<file path="config.mk">
export PLATFORM = sky130hd
export DESIGN_NAME = crc8_serial
export DESIGN_NICKNAME = d
export VERILOG_FILES = /design/src/rtl/crc8_serial.sv
export SDC_FILE = /design/constraint.sdc
export NUM_CORES = 1
export LEC_CHECK = 0
export BUFFER_PORTS_ARGS = -buffer_cell sky130_fd_sc_hd__buf_2
export CAP_MARGIN = 20
export CORE_ASPECT_RATIO = 0.6
export CORE_MARGIN = 4
export CORE_UTILIZATION = 40
export CTS_CLUSTER_DIAMETER = 30
export CTS_CLUSTER_SIZE = 30
export DETAILED_ROUTE_END_ITERATION = 10
export GPL_ROUTABILITY_DRIVEN = 0
export PLACE_DENSITY = 0.71
export SLEW_MARGIN = 40
export SYNTH_ARGS = -nofsm -noshare
export SYNTH_HDL_FRONTEND = slang
export SYNTH_SLANG_ARGS = --single-unit
</file>
<file path="constraint.sdc">
create_clock -name clk -period 1.4 [get_ports clk]
set_input_delay 0.07 -clock clk [delete_from_list [all_inputs] [get_ports clk]]
set_output_delay 0.07 -clock clk [all_outputs]
set_load 0.01 [all_outputs]
</file>
<file path="src/rtl/crc8_serial.sv">
// crc8_serial: bit-serial CRC-8 generator fed by a valid/ready byte handshake.
// Each accepted byte is folded into the CRC register MSB first, one bit per
// clock, through a two-input XOR feedback on every polynomial tap.
// Optional feature macro: CRC8_CHECK_EN adds crc_ok, a zero-residue flag
// that is valid alongside crc_valid.
module crc8_serial #(
  parameter logic [7:0] POLY = 8'h07,
  parameter logic [7:0] INIT = 8'h00
) (
  input  logic       clk,
  input  logic       rst_n,
  input  logic       in_valid,
  output logic       in_ready,
  input  logic [7:0] in_data,
  input  logic       in_first,
  input  logic       in_last,
  output logic       crc_valid,
  output logic [7:0] crc_out,
`ifdef CRC8_CHECK_EN
  output logic       busy,
  output logic       crc_ok
`else
  output logic       busy
`endif
);

  localparam logic [1:0] IDLE  = 2'd0;
  localparam logic [1:0] SHIFT = 2'd1;
  localparam logic [1:0] DONE  = 2'd2;

  logic [1:0] state;
  logic [7:0] crc_reg;
  logic [7:0] data_reg;
  logic [3:0] bit_cnt;
  logic       last_reg;
  logic       fb;
  logic [7:0] crc_next;

  // One LFSR step: feedback is the CRC MSB XORed with the next message bit
  always_comb begin
    fb       = crc_reg[7] ^ data_reg[7];
    crc_next = {crc_reg[6:0], 1'b0} ^ (fb ? POLY : 8'h00);
  end

  // Handshake, bit-serial shifting and message framing state
  always_ff @(posedge clk or negedge rst_n) begin
    if (!rst_n) begin
      state    <= IDLE;
      crc_reg  <= INIT;
      data_reg <= 8'h00;
      bit_cnt  <= 4'd0;
      last_reg <= 1'b0;
    end else begin
      case (state)
        IDLE: begin
          if (in_valid) begin
            data_reg <= in_data;
            last_reg <= in_last;
            bit_cnt  <= 4'd8;
            state    <= SHIFT;
            if (in_first) begin
              crc_reg <= INIT;
            end
          end
        end
        SHIFT: begin
          crc_reg  <= crc_next;
          data_reg <= {data_reg[6:0], 1'b0};
          bit_cnt  <= bit_cnt - 4'd1;
          if (bit_cnt == 4'd1) begin
            state <= last_reg ? DONE : IDLE;
          end
        end
        DONE: begin
          state <= IDLE;
        end
        default: begin
          state <= IDLE;
        end
      endcase
    end
  end

  assign in_ready  = (state == IDLE);
  assign crc_valid = (state == DONE);
  assign busy      = (state != IDLE);
  assign crc_out   = crc_reg;

`ifdef CRC8_CHECK_EN
  assign crc_ok = (state == DONE) && (crc_reg == 8'h00);
`endif

endmodule
</file>
### Word-level counts from Yosys, hierarchy flattened

Index checks and enable logic that the tools add are counted.
Widths: inputs -> output; s select.

* bits of input ports: 13
* word-level logic and storage cells: 33
* output and inout bits: 11
* register bits after elaboration: 23

* equality and inequality tests: 6
* bitwise operators: 2
* muxes and demuxes: 12
* add/sub/neg operators: 1
* reduce and logical (&&, ||, !) cells: 7

Operators by type and width (number)
* $pmux 8 s2: 2
* $mux 8: 3
* $pmux 4 s2: 1
* $xor 8x3->8: 1
* $mux 2: 3
* $reduce_and 2->1: 3
* $eq 4x1->1 const B: 1
* $mux 4: 1
* $ne 2x2->1 const B: 2
* $pmux 2 s2: 1
* $reduce_bool 2->1: 2
* $sub 4x1->4 const B: 1
* $mux 3: 1
* $reduce_and 3->1: 1
* $eq 2x1->1 const B: 1
* $eq 2x2->1 const B: 1
* $logic_not 2->1: 1
* $ne 2x1->1 const B: 1
* $xor 1x1->1: 1

### Logic depth before layout (Yosys ltp)

Gate-level depths: netlist (run 1).

* depth in word-level cells: 4
* gate-level depth with buffers: 5
* depth with buffers taken out: 5

### Worst setup path after synthesis (run 1)

Ideal clock, no wire load.

* path kind: register -> register
* start: reg state[1]
* end: reg last_reg
* period minus slack after synthesis: 1136 ps
* arrival time: 1011 ps
* data required time: 1275 ps
* buffers on the path: 1
* path slack: 264 ps
* library setup time: 125 ps
* cell stages (with the launch flop): 5
* path through: dfrtp_1 -> buf_6 -> nor2_4 -> nand2_1 -> mux2_4

* cells in the longest elaborated chain, start to end: 2

Ends and longest elaborated chain
* start: declaration: RTL line 31 `logic [1:0] state;`
* start signal: assignment: RTL line 71 `state <= last_reg ? DONE : IDLE;`
* $logic_not 2->1
* named net in_ready: RTL line 13 `output logic in_ready,`
* $reduce_and 2->1 (no source line)
* end signal: assignment: RTL line 58 `last_reg <= in_last;`
* end: declaration: RTL line 35 `logic last_reg;`

The timed path passes the listed nets, and every way through them passes these cells.
A chain may end at the register's enable or synchronous reset.

### Worst setup path after layout (run 1)

* start: reg state[0]
* end: reg bit_cnt[3]

* cells in the longest elaborated chain, start to end: 3
* elaborated cells on any way between the ends: 6
* those cells by class: 2 x eq/ne; 1 x mux; 3 x reduce/logical

Ends and longest elaborated chain
* $eq 2x1->1 or $logic_not 2->1 (tied branches): RTL line 54 `case (state)`
* $reduce_bool 2->1 (no source line) or $ne 2x2->1 (tied branches)
* $reduce_and 2->1 (no source line)
* end signal: assignment: RTL line 69 `bit_cnt <= bit_cnt - 4'd1;`
* end: declaration: RTL line 34 `logic [3:0] bit_cnt;`

Parallel ways exist; a longest one is shown, timed or not.

==> impl_metrics.yaml, run 1 <==
setup_path:
  arrival_ps: 1420
  critical_path_required_ps: 1530
  cp_num_buf_inv: 1
  worst-path-max-fanout: 7
  crit_type: "flip-flop to flip-flop"
  critPathSlowestCell: "dfrtp_1"
  reg2reg_to: "bit_cnt[3]"
  cp-end-kind: "flip-flop"
  r2r-start: "state[0]"
  slowest_delay_ps: 400
  startpoint_type: "flip-flop"
  r2r_setup_slack_ps: 100
  reg2regPathDepth: 4
  cp_top_family: "flip-flops"
  path_cells: "buf_4 > o21bai_2 > nor2b_1 > a311oi_2"
drt:
  dr.pass1.iters: 4
  routed_wl_um: 2241
  ant_nets: 0
  drc: 0
  drtIter0Drc: 40
  viasPerCell: 5.194
  vias: 805
  routedWlPerCell_um: 14.46
synth:
  synth_most_common_cell: "dfrtp_1"
  ys_seq_elements: 23
  synth_top_area_share: 0.5355
  syn_area_sq_um: 1075
  synth_common_cells: "dfrtp_1 (23), nand2_1 (11), a22o_1 (9), a22oi_1 (5), o21ai_1 (5)"
  yosysSeqAreaShare: 0.5355
  ys_top_cells_by_area: "dfrtp_1 (54%), a22o_1 (7.3%), nand2_1 (3.8%)"
  syn_area_per_cell_sq_um: 11.56
  syn_nets: 108
  syn_inst: 93
  async_reset_ff_frac: 1.000
  ys.flop_type: "dfrtp_1"
  ys_warn_count: 0
  synth_edf_count: 0
  synth_area_leader_cell: "dfrtp_1"
  yosysUniqueCellTypes: 31
clock_tree:
  numClockSinks: 23
  cts.reportedPaths.clkPinSlew_ps: 80
  cts_resized: 0
  clockRootBuffer: "clkbuf_8"
  insertion_delay_ps: 260
  clockBufferDepth: 2
  htreeDepth: 1
  postCtsSetupBuffers: 0
  cts_tree: "built"
  cts_buffers: 3
  cts_hold_buf: 1
outcome:
  status: "finished, final reports clean"
power:
  cellLeakagePower_nw: 0.6393
  ir_drop_mv: 0.8212
  p_per_area_nw_per_um2: 1999
floorplan:
  die_area_sq_um: 3607
  fp.coreArea_sq_um: 2540
  start_util: 0.4232
  die_y_um: 48.15
  pin_count: 24
  row_count: 14
  die_width_um: 74.92
job:
  drv_cap: 0
min_path:
  min_path_cells: 2
  holdPathEnd: "last_reg"
  holdCritStartpoint: "in_last"
  hp-class: "input port to flip-flop"
sta:
  finalCritPeriodShare: 0.9270
  fin_setup_tns_ps: 0
  tightest_slew_ps: 650.6
  fmax_mhz: 770.6
  layout_min_cycle_time_ps: 1298
  setup_viol: 0
  fin_skew_ps: 6.003
  slew_viol_final: 0
  fin_hold_ws_ps: 40.64
  rsz0062_at_grt: "no"
  slew-limit-headroom: 0.5654
  hold_viol: 0
global_route:
  grt_overflow: 0
  antenna_found_initial: 0
  grt_pass1_vias: 793
  grt_pass1_wl_um: 3588
  grt_max_degree: 24
  grt.total_usage: 0.1372
placed_design:
  dp_hpwl_um: 1713
  place.port_buffers: 23
cells_and_area:
  drive_above_1_share: 0.3333
  antenna_cells: 0
  syn_to_final_growth_pct: 20.14
  final_nets: 139
  fill_cells: 229
-- layout make-up --
type	count	area (sq um)	area share
multi-input cells	61	437.9	0.3391
well taps	32	40.04	0.03101
inverters	4	15.01	0.01163
flip-flops and latches	23	575.6	0.4457
repair buffers	31	177.7	0.1376
clock buffers	4	45.04	0.03488
-- placed cells by master (no fill, tap or decap), types with 4 or more instances in the layout --
cell type / n
a22o_1: 9
buf_2: 23
nand2_1: 11
a22oi_1: 5
buf_4: 7
o21ai_0: 4
dfrtp_1: 23
o21ai_1: 5
-- worst register-to-register path, stage by stage, from the launching register on --
cell and delay, ps:
dfrtp_1 400, buf_4 170, o21bai_2 310, nor2b_1 220
a311oi_2 60
-- how the worst max path moves through the flow --
stage | slack, ps | startpoint | depth (start not counted) | to
after floorplan | 260 | state[1] | 4 | last_reg
after global placement | 160 | state[0] | 5 | data_reg[1]
after detailed placement | 100 | state[0] | 4 | bit_cnt[3]
after CTS | 90 | state[0] | 4 | bit_cnt[3]
after global routing | 20 | state[0] | 5 | data_reg[5]
final | 100 | state[0] | 4 | bit_cnt[3]
-- cell families (layout without fill, tap and decap cells) --
| family | count (synthesis) | after routing | share of synthesized area |
|---|---|---|---|
| flops | 23 | 23 | 0.5355 |
| xor+xnor | 3 | 3 | 0.03144 |
| buf+inv | 9 | 39 | 0.05703 |
| simple gates | 24 | 24 | 0.1246 |
| mux | 2 | 2 | 0.02328 |
| compound gates | 30 | 30 | 0.2049 |
| fa+ha+maj | 2 | 2 | 0.02328 |
-- report_power, final --
part | switching [W] | internal (W)
sequential | 0.000226 | 0.000935
combinational | 0.000490 | 0.000522
clock | 0.000205 | 0.000203
total | 0.000921 | 0.00166
-- metrics by stage --
step | cells | power [W] | worst slack, ps | utilization | cell area [sq um]
after floorplan | 93 | 0.001857 | 264.3 | - | 1075
after global placement | 150 | 0.002133 | 158.0 | 0.4867 | 1236
after detailed placement | 150 | 0.002193 | 95.47 | 0.4867 | 1236
after CTS | 155 | 0.002602 | 87.88 | 0.5084 | 1291
after global routing | 155 | 0.002771 | 20.65 | 0.5084 | 1291
final | 155 | 0.002581 | 102.2 | 0.5084 | 1291
-- layer usage --
metal,GRT usage,vias to the layer above,part of all wire
met2,0.2145,18,0.48
li1,-,392,-
met5,0,-,0
met3,0.04321,2,0.044
met4,0.04255,0,0.0098
met1,0.1856,393,0.47
No activity file was read; power rests on OpenSTA's default activity.
==> run 2: changes to the inputs <==
- PLACE_DENSITY: 0.71 -> 0.64
==> run 2 against run 1 <==
  * Sequential share of layout area is 0.70 points higher
  * Via count is 2.5% lower
  * Cell count fell by 1.9%
  * Highest routed layer unchanged
  * Largest cell class unchanged
  * Combinational power about the same
  * Register-to-register slack improved by 40 ps
  * Setup slack improved by 7.4 ps
  * Final area is 1.6% lower
  * Largest power group unchanged
  * Routed wire length increased by 0.13%
  * Sequential cell count unchanged
  * Die area unchanged
==> impl_metrics.yaml, run 2 (same netlist as run 1, synthesis figures left out) <==
floorplan:
  die_area_sq_um: 3607
  die_y_um: 48.15
  die_width_um: 74.92
  pin_count: 24
  fp.coreArea_sq_um: 2540
  row_count: 14
  start_util: 0.4232
drt:
  dr.pass1.iters: 4
  drc: 0
  routed_wl_um: 2244
  drtIter0Drc: 50
  ant_nets: 0
  vias: 785
  viasPerCell: 5.164
  routedWlPerCell_um: 14.76
clock_tree:
  cts.reportedPaths.clkPinSlew_ps: 80
  insertion_delay_ps: 270
  cts_buffers: 3
  numClockSinks: 23
  htreeDepth: 1
  clockRootBuffer: "clkbuf_8"
  cts_tree: "built"
  clockBufferDepth: 2
sta:
  finalCritPeriodShare: 0.9217
  tightest_slew_ps: 518.1
  fin_hold_ws_ps: 53.06
  rsz0062_at_grt: "no"
  layout_min_cycle_time_ps: 1290
  setup_viol: 0
  fin_setup_tns_ps: 0
  fin_skew_ps: 6.848
  fmax_mhz: 774.9
  slew_viol_final: 0
  slew-limit-headroom: 0.6546
  hold_viol: 0
setup_path:
  arrival_ps: 1220
  reg2reg_to: "data_reg[6]"
  r2r-start: "state[0]"
  cp-end-kind: "output pin"
  r2r_setup_slack_ps: 140
  cp_top_family: "flip-flops"
  worst-path-max-fanout: 8
  path_cells: "buf_4 > inv_2 > nor2_1 > buf_2"
  slowest_delay_ps: 460
  cp_num_buf_inv: 3
  crit_type: "flip-flop to output pin"
  critPathSlowestCell: "dfrtp_1"
  critical_path_required_ps: 1330
  startpoint_type: "flip-flop"
  reg2regPathDepth: 5
global_route:
  grt_max_degree: 24
  grt.total_usage: 0.1410
  antenna_found_initial: 0
  grt_overflow: 0
  grt_pass1_vias: 741
  grt_pass1_wl_um: 3622
min_path:
  min_path_cells: 2
  holdPathEnd: "data_reg[0]"
  hp-class: "input port to flip-flop"
  holdCritStartpoint: "in_data[0]"
job:
  drv_cap: 0
cells_and_area:
  drive_above_1_share: 0.3250
  ff_latch_area_sq_um: 575.6
  antenna_cells: 0
  final_nets: 136
  mostFrequentLayoutCells: "dfrtp_1 (23), buf_2 (23), nand2_1 (11)"
  stdcell_area_sq_um: 1271
  syn_to_final_growth_pct: 18.28
  fill_cells: 229
  multi_input_area_sq_um: 440.4
outcome:
  status: "finished, final reports clean"
placed_design:
  dp_hpwl_um: 1673
  place_area_sq_um: 1214
  place.port_buffers: 23
power:
  p_per_area_nw_per_um2: 2022
  finalPower_w: 0.002571
  cellLeakagePower_nw: 0.6263
  ir_drop_mv: 0.7205
run 2: area by class of cell:
cell class,instances,area share
tap,32,0.03150
sequential,23,0.4528
clock buffer,4,0.03543
multi-input combinational,61,0.3465
timing repair buffer,28,0.1220
inverter,4,0.01181
run 2: how the worst max path moves through the flow:
stage             start          to  depth (start not counted)
2_1_floorplan  state[1]    last_reg                          4
3_3_place_gp   state[1]  bit_cnt[3]                          2
3_5_place_dp   state[1]    state[1]                          2
4_1_cts        state[1]    state[1]                          2
5_1_grt        state[1]   crc_valid                          4
6_report       state[1]   crc_valid                          4
run 2: routing by layer:
metal,routed length [um],GRT usage
met5,0,0
met2,950,0.1869
met1,1127,0.2033
met4,53,0.06383
met3,112,0.05144
run 2: repair_timing:
item	4_1_cts	5_1_grt
resized for setup	0	1
endpoints found under the hold margin	23	0
endpoints found under the setup margin	0	10
hold buffers	1	0
buffers inserted	0	0
run 2: report_power, final:
part | total, W | leakage (nW) | switching [W] | internal [W]
Sequential | 0.00116 | 0.288 | 0.000229 | 0.000935
Combinational | 0.000989 | 0.316 | 0.000484 | 0.000504
Clock | 0.000418 | 0.0228 | 0.000215 | 0.000203
Total | 0.00257 | 0.626 | 0.000928 | 0.00164
run 2: per-stage QoR:
stage	worst slack, ps	std cells	util
3_5_place_dp	35.68	147	0.4778
4_1_cts	15.86	152	0.4995
6_report	109.6	152	0.5005
2_1_floorplan	264.3	93	-
5_1_grt	7.605	152	0.5005
3_3_place_gp	91.73	147	0.4778
